### src/rtl/ssub_pkg.sv
// Shared definitions for the bit-serial word subtractor: FSM encoding and default width.
package ssub_pkg;

    localparam int unsigned DEFAULT_W = 8;

    typedef enum logic [1:0] {
        S_IDLE  = 2'd0,
        S_SHIFT = 2'd1,
        S_DONE  = 2'd2
    } state_e;

endpackage

### src/rtl/ssub_bit.sv
// One-bit serial subtractor cell: difference bit plus the registered borrow.
module ssub_bit (
    input  logic clk,
    input  logic rst_b,
    input  logic en,
    input  logic clr,
    input  logic x,
    input  logic y,
    output logic d,
    output logic br
);

    logic br_q;
    logic br_next;

    assign d       = x ^ y ^ br_q;
    assign br_next = (~x & y) | (~(x ^ y) & br_q);
    assign br      = br_q;

    always_ff @(posedge clk or negedge rst_b) begin
        if (!rst_b) begin
            br_q <= 1'b0;
        end else if (clr) begin
            br_q <= 1'b0;
        end else if (en) begin
            br_q <= br_next;
        end
    end

endmodule

### src/rtl/ssub_word.sv
// Word-level bit-serial subtractor, diff = a - b mod 2^W, LSB first.
// Define SSUB_OVF_EN to register a signed-overflow flag; otherwise ovf is tied low.
module ssub_word
    import ssub_pkg::*;
#(
    parameter int unsigned W = DEFAULT_W
) (
    input  logic         clk,
    input  logic         rst_b,
    input  logic         start,
    input  logic [W-1:0] a,
    input  logic [W-1:0] b,
    output logic         busy,
    output logic         z,
    output logic         done,
    output logic [W-1:0] diff,
    output logic         borrow_out,
    output logic         ovf
);

    localparam int unsigned CW = $clog2(W + 1);
    localparam logic [CW-1:0] CNT_LAST = CW'(W - 1);

    state_e         state_q, state_d;
    logic [W-1:0]   a_sh_q, b_sh_q, diff_q;
    logic [CW-1:0]  cnt_q;
    logic           accept, shift_en, last_bit;
    logic           bit_d, bit_br;

    assign accept   = (state_q == S_IDLE) && start;
    assign shift_en = (state_q == S_SHIFT);
    assign last_bit = shift_en && (cnt_q == CNT_LAST);

    ssub_bit u_bit (
        .clk   (clk),
        .rst_b (rst_b),
        .en    (shift_en),
        .clr   (accept),
        .x     (a_sh_q[0]),
        .y     (b_sh_q[0]),
        .d     (bit_d),
        .br    (bit_br)
    );

    always_comb begin
        state_d = state_q;
        unique case (state_q)
            S_IDLE:  if (start) state_d = S_SHIFT;
            S_SHIFT: if (cnt_q == CNT_LAST) state_d = S_DONE;
            S_DONE:  state_d = S_IDLE;
            default: state_d = S_IDLE;
        endcase
    end

    always_ff @(posedge clk or negedge rst_b) begin
        if (!rst_b) begin
            state_q <= S_IDLE;
            a_sh_q  <= '0;
            b_sh_q  <= '0;
            diff_q  <= '0;
            cnt_q   <= '0;
        end else begin
            state_q <= state_d;
            if (accept) begin
                a_sh_q <= a;
                b_sh_q <= b;
                cnt_q  <= '0;
            end else if (shift_en) begin
                a_sh_q <= a_sh_q >> 1;
                b_sh_q <= b_sh_q >> 1;
                diff_q <= {bit_d, diff_q[W-1:1]};
                cnt_q  <= cnt_q + CW'(1);
            end
        end
    end

    // The borrow cell stops updating after the last shift, so it already holds the final borrow.
    assign borrow_out = bit_br;
    assign diff       = diff_q;
    assign busy       = (state_q != S_IDLE);
    assign done       = (state_q == S_DONE);
    assign z          = shift_en ? bit_d : 1'b0;

`ifdef SSUB_OVF_EN
    logic ovf_q;

    // On the last shift the operand shifters present the latched MSBs at bit 0.
    always_ff @(posedge clk or negedge rst_b) begin
        if (!rst_b) begin
            ovf_q <= 1'b0;
        end else if (accept) begin
            ovf_q <= 1'b0;
        end else if (last_bit) begin
            ovf_q <= (a_sh_q[0] != b_sh_q[0]) && (bit_d != a_sh_q[0]);
        end
    end

    assign ovf = ovf_q;
`else
    assign ovf = 1'b0;
`endif

endmodule

### config.mk
export PLATFORM = sky130hd
export DESIGN_NAME = ssub_word
export DESIGN_NICKNAME = d
export VERILOG_FILES = /design/src/rtl/ssub_pkg.sv /design/src/rtl/ssub_bit.sv /design/src/rtl/ssub_word.sv
export SDC_FILE = /design/constraint.sdc
export NUM_CORES = 1
export LEC_CHECK = 0
export BUFFER_PORTS_ARGS = -buffer_cell sky130_fd_sc_hd__buf_2
export CELL_PAD_IN_SITES_DETAIL_PLACEMENT = 0
export CELL_PAD_IN_SITES_GLOBAL_PLACEMENT = 1
export CORE_AREA = 4 4 64 72
export CTS_BUF_LIST = sky130_fd_sc_hd__clkbuf_8
export DETAILED_ROUTE_END_ITERATION = 8
export DIE_AREA = 0 0 68 76
export HOLD_SLACK_MARGIN = 0.08
export PLACE_DENSITY = 0.72
export SLEW_MARGIN = 20
export SYNTH_ARGS = -nofsm -noshare
export SYNTH_HDL_FRONTEND = slang
export SYNTH_SLANG_ARGS = --single-unit
### constraint.sdc
create_clock -name clk -period 1.45 [get_ports clk]
set_clock_uncertainty 0.2 [all_clocks]
set_input_delay 0.29 -clock clk [delete_from_list [all_inputs] [get_ports clk]]
set_output_delay 0.29 -clock clk [all_outputs]
set_load 0.005 [all_outputs]
# Word-level counts from Yosys, hierarchy flattened
# Cells that the tools add are included.
# word_totals
reg_bits,31
output_inout_bits,13
elab_cells,38
# op_classes
add_sub_neg,1
n_eq_ne,5
mux,12
n_bitwise,8
n_reduce_logical,6
# op_table
operator,n
8-bit two-way mux,4
4-bit two-way mux,2
"4-bit by 1-bit adder with 4-bit output, second input constant",1
"4-bit by 3-bit == test with 1-bit output, second input constant",1
2-bit two-way mux,2
2-bit one-hot mux with 2 select lines,1
2-bit AND reduction,2
2-bit nonzero test,2
1-bit two-way mux,3
1-bit NOT,3
1-bit AND,2
"2-bit by 1-bit == test with 1-bit output, second input constant",1
"2-bit == test, second input constant",1
2-bit zero test,1
"2-bit by 1-bit != test with 1-bit output, second input constant",1
"2-bit != test, second input constant",1
1-bit XOR,2
1-bit logical AND,1
1-bit OR,1

# Longest topological paths before layout
# depth
ltp_word,6
mapped_depth,5

# Hierarchy
# A second synthesis with hierarchy kept.
# unflattened
hier_cells,138
area_unflattened_um2,1343.8
# by_module_without_submodules
module,n_inst,cells_each,area_per_inst_um2,seq_area_each_um2
ssub_word,1,131,1270.0,750.7
ssub_bit,1,7,73.8,25.0

# Worst setup path before layout
# Ideal clock, no wire load.
# synth_timing
path_kind,reg2out
startpoint,register b_sh_q[0]
endpoint,output port z
arrival_time_ns,0.999
t_required_ns,0.960
slack_ns,-0.039
path_stages_with_launch,3
path_buffers,0
cell_sequence,dfrtp_1 > fa_1 > nor2_1
# synth_via
elab_chain_len,3
# synth_lines
element,line_no,source
"start, declared",ssub_word.sv:25,"logic [W-1:0] a_sh_q, b_sh_q, diff_q;"
"start signal, assigned",ssub_word.sv:70,b_sh_q <= b_sh_q >> 1;
1-bit XOR (2 in series),ssub_bit.sv:16,assign d = x ^ y ^ br_q;
1-bit two-way mux,ssub_word.sv:82,assign z = shift_en ? bit_d : 1'b0;
"end, declared",ssub_word.sv:14,"output logic z,"
# No other way between the ends.

# Worst setup path in the final report
# layout_timing
startpoint,register u_bit.br_q (netlist: u_bit.br)
endpoint,output port z
# layout_via
elab_chain_len,2
# layout_lines
element,line_no,source
"start, declared",ssub_bit.sv:13,logic br_q;
"start signal, assigned",ssub_bit.sv:26,br_q <= br_next;
1-bit XOR,ssub_bit.sv:16,
1-bit two-way mux,ssub_word.sv:82,
# No other way between the ends.

==> out/metrics.json <==
{
  "cells_and_area": {
    "final_layout_size_suffix_gt1_frac": 0.456,
    "layout.cells.non_filler": 267,
    "antenna_cells": 0,
    "fin_util": 0.589,
    "final_area_sq_mm": 0.00230,
    "post_synthesis_to_final_layout_area_growth_pct": 64.2,
    "fin_nets": 235
  },
  "placement": {
    "portBuffers": 30,
    "cell_count_after_placement": 235,
    "detailed_place_hpwl_mm": 2.15,
    "dpl_cell_area_sq_mm": 0.00167,
    "place_congestion": 0.742,
    "place_ws_ns": -0.217
  },
  "logic_synthesis": {
    "synth_top_cells_by_area": "sky130_fd_sc_hd__dfrtp_1 (55%), sky130_fd_sc_hd__nand2_1 (15%), sky130_fd_sc_hd__a31oi_1 (4.9%)",
    "yosys_register_bits": 31,
    "netlist.top_cell.by_area": "sky130_fd_sc_hd__dfrtp_1",
    "synth-seq-area-share": 0.554,
    "yosys.cell_types.count": 27,
    "synth_area_sq_mm": 0.00140,
    "avgSynthCellArea_sq_um": 9.28,
    "yosysTopAreaCellShare": 0.554,
    "syn_nets": 172,
    "yosys_warning_total": 0,
    "post_synth_inst_count": 151
  },
  "route": {
    "num_vias": 1281,
    "drt-initial-drc-count": 54,
    "drt_wl_total_mm": 3.78,
    "routed_via_density": 4.80,
    "wl_per_cell_um": 14.2,
    "detailedRoute.firstPassIterationCount": 4,
    "drt_drc_violations_left": 0,
    "detail-route-antenna-nets": 0
  },
  "grt": {
    "global_route_wire_length_before_repair_mm": 5.84,
    "globalRoute.totalOverflow": 0,
    "grt_pass1_vias": 1312,
    "grt_antenna_before_repair": 0,
    "grt_usage": 0.148,
    "maximum_number_of_pins_on_one_net_before_global_route_repair": 18
  },
  "clock_network": {
    "tritoncts": "built",
    "cts-buffers-inserted": 5,
    "number_of_buffers_between_clock_root_and_the_deepest_sink": 2,
    "ctsHtreeMaxLevel": 2,
    "worst_skew_pair.late_latency_ns": 0.28,
    "clock_sink_count": 31,
    "cts.clk_slew.worst_paths_ns": 0.06,
    "clockRootBuffer": "sky130_fd_sc_hd__clkbuf_8"
  },
  "power": {
    "peakVddDrop_v": 0.000978,
    "power.density_cell_area_mw_per_mm2": 2070,
    "overall_power_after_layout_mw": 4.77,
    "power.static_leakage_nw": 1.08
  },
  "timing": {
    "finalHoldViolations": 0,
    "finalWorstPathRequiredPeriod_ns": 1.97,
    "finalWorstSetupSlack_ns": -0.522,
    "setup_repair_after_global_routing_missed_its_margin": "true",
    "setup-tns-final_ns": -5.76,
    "slew_violations": 0,
    "finalSetupViolations": 27,
    "max_freq_mhz": 507,
    "final.period_utilization": 1.36,
    "hold_ws_ns": 0.0968
  },
  "floorplanning": {
    "fp-row-count": 24,
    "effective_utilization_at_floorplan": 0.359,
    "chip_height_um": 76,
    "die_area_sq_mm": 0.00517,
    "core_area_sq_mm": 0.00390,
    "io_pins": 32,
    "die_width_um": 68
  },
  "worst_setup_path": {
    "stage_delay_of_the_slowest_cell_on_the_critical_path_ns": 0.51,
    "crit_path_start_kind": "flop",
    "kind_of_capture_point_of_the_worst_setup_path": "output pin",
    "critical_path.cell_chain": "fa_1 > nor2_2 > buf_2",
    "worst_path_max_delay_cell": "sky130_fd_sc_hd__fa_1",
    "path_max_fanout": 2,
    "critPathRequiredTime_ns": 0.96,
    "timing_worst_setup_path_type": "reg -> out",
    "critPathArrivalTime_ns": 1.48
  },
  "run_status": {
    "failed_checks": "setup timing",
    "run_status": "finished, violations left"
  },
  "job": {
    "drv_cap": 0
  },
  "worst_hold_path": {
    "hold_class": "in -> reg"
  }
}
## cells in the mapped netlist
| master | count |
|---|---|
| sky130_fd_sc_hd__or2_2 | 1 |
| sky130_fd_sc_hd__inv_1 | 1 |
| sky130_fd_sc_hd__dfrtp_1 | 31 |
| sky130_fd_sc_hd__conb_1 | 1 |
| sky130_fd_sc_hd__o21ai_1 | 1 |
| sky130_fd_sc_hd__nor3_1 | 2 |
| sky130_fd_sc_hd__nor3b_2 | 2 |
| sky130_fd_sc_hd__buf_4 | 1 |
| sky130_fd_sc_hd__mux2i_1 | 2 |
| sky130_fd_sc_hd__a21o_1 | 2 |
| sky130_fd_sc_hd__buf_6 | 2 |
| sky130_fd_sc_hd__fa_1 | 1 |
| sky130_fd_sc_hd__o21ai_0 | 1 |
| sky130_fd_sc_hd__or2b_1 | 1 |
| sky130_fd_sc_hd__or3b_1 | 1 |
| sky130_fd_sc_hd__clkbuf_8 | 1 |
| sky130_fd_sc_hd__a31oi_1 | 11 |
| sky130_fd_sc_hd__buf_2 | 7 |
| sky130_fd_sc_hd__nor2_1 | 12 |
| sky130_fd_sc_hd__nand2_1 | 56 |
| sky130_fd_sc_hd__nor2b_1 | 1 |
| sky130_fd_sc_hd__ha_1 | 1 |
| sky130_fd_sc_hd__nand3_1 | 7 |
| sky130_fd_sc_hd__a22oi_1 | 2 |
| sky130_fd_sc_hd__and2b_1 | 1 |
| sky130_fd_sc_hd__nand4_1 | 1 |
| sky130_fd_sc_hd__a221o_1 | 1 |
## sequential cells by signal, indices dropped and copies added, names as in the netlist
signal    flops
cnt_q         4
u_bit.br      1
b_sh_q        8
a_sh_q        8
state_q       2
diff          8
## layout make-up
| class | count | area (sq um) |
|---|---|---|
| fill | 364 | 1600 |
| clock buffer | 5 | 68.8 |
| tap | 52 | 65.1 |
| clock inverter | 3 | 16.3 |
| multi-input combinational | 108 | 808 |
| inverter | 1 | 3.75 |
| timing repair buffer | 67 | 562 |
| sequential | 31 | 777 |
## per-layer routing
layer / global-route usage / part of all wire
met5: 0 / 0
met1: 0.176 / 0.41
met3: 0.0531 / 0.062
met2: 0.242 / 0.51
met4: 0.0537 / 0.024
## placed cells by master (no fill, tap or decap), types with 2 or more instances in the layout
cell and n:
sky130_fd_sc_hd__buf_12 4, sky130_fd_sc_hd__a31oi_4 8, sky130_fd_sc_hd__buf_4 12, sky130_fd_sc_hd__clkbuf_8 5
sky130_fd_sc_hd__buf_2 29, sky130_fd_sc_hd__a21o_1 2, sky130_fd_sc_hd__a22oi_1 2, sky130_fd_sc_hd__mux2i_1 2
sky130_fd_sc_hd__buf_6 7, sky130_fd_sc_hd__nor2_2 3, sky130_fd_sc_hd__nand3_2 6, sky130_fd_sc_hd__dlygate4sd3_1 14
sky130_fd_sc_hd__a31oi_1 2, sky130_fd_sc_hd__nor2_4 8, sky130_fd_sc_hd__dfrtp_1 30, sky130_fd_sc_hd__nand2_1 54
## worst paths after layout
| check | startpoint | endpoint | slack [ns] | depth (start not counted) |
|---|---|---|---|---|
| setup / recovery | u_bit.br | z | -0.52 | 3 |
| hold / removal | a[5] | a_sh_q[5] | 0.1 | 3 |
| setup reg to reg | state_q[1] | b_sh_q[1] | -0.29 | 5 |
| hold reg to reg | diff[5] | diff[4] | 0.29 | 2 |
| max in group asynchronous | rst_b | state_q[0] | 0.38 | 3 |
| min in group asynchronous | rst_b | a_sh_q[2] | 0.26 | 2 |
## cells by family (layout without fill, tap and decap cells)
logic type,count (synthesis),in the layout,synth area share
buffers and inverters,12,76,0.0589
adder cells (fa/ha/maj),2,2,0.0232
flip-flops,31,31,0.554
AND/OR/NAND/NOR,85,85,0.263
AO/OA/AOI/OAI,18,18,0.0848
other,1,1,0.00268
multiplexers,2,2,0.0143
## where the power goes
| part | leakage (nW) | total [mW] | switching (mW) | internal [mW] |
|---|---|---|---|---|
| combinational | 0.655 | 2.55 | 1.24 | 1.32 |
| clock | 0.0453 | 0.642 | 0.314 | 0.327 |
| sequential | 0.384 | 1.57 | 0.295 | 1.28 |
## critical path, delay by kind of cell, from the launching register on
family,cells,cell delay (ns)
DFF,1,0.40
buffers and inverters,1,0.14
and+or+nand+nor,1,0.16
adders and majority gates,1,0.51
## what timing repair did
item | CTS | global route
resized for setup | 33 | 32
setup endpoints to repair | 24 | 35
setup buffers | 8 | 3
hold buffers | 14 | 0
pin swaps | 15 | 11
cloned | 3 | 0
endpoints found under the hold margin | 44 | 0
Power figures use the tool's default switching activity.
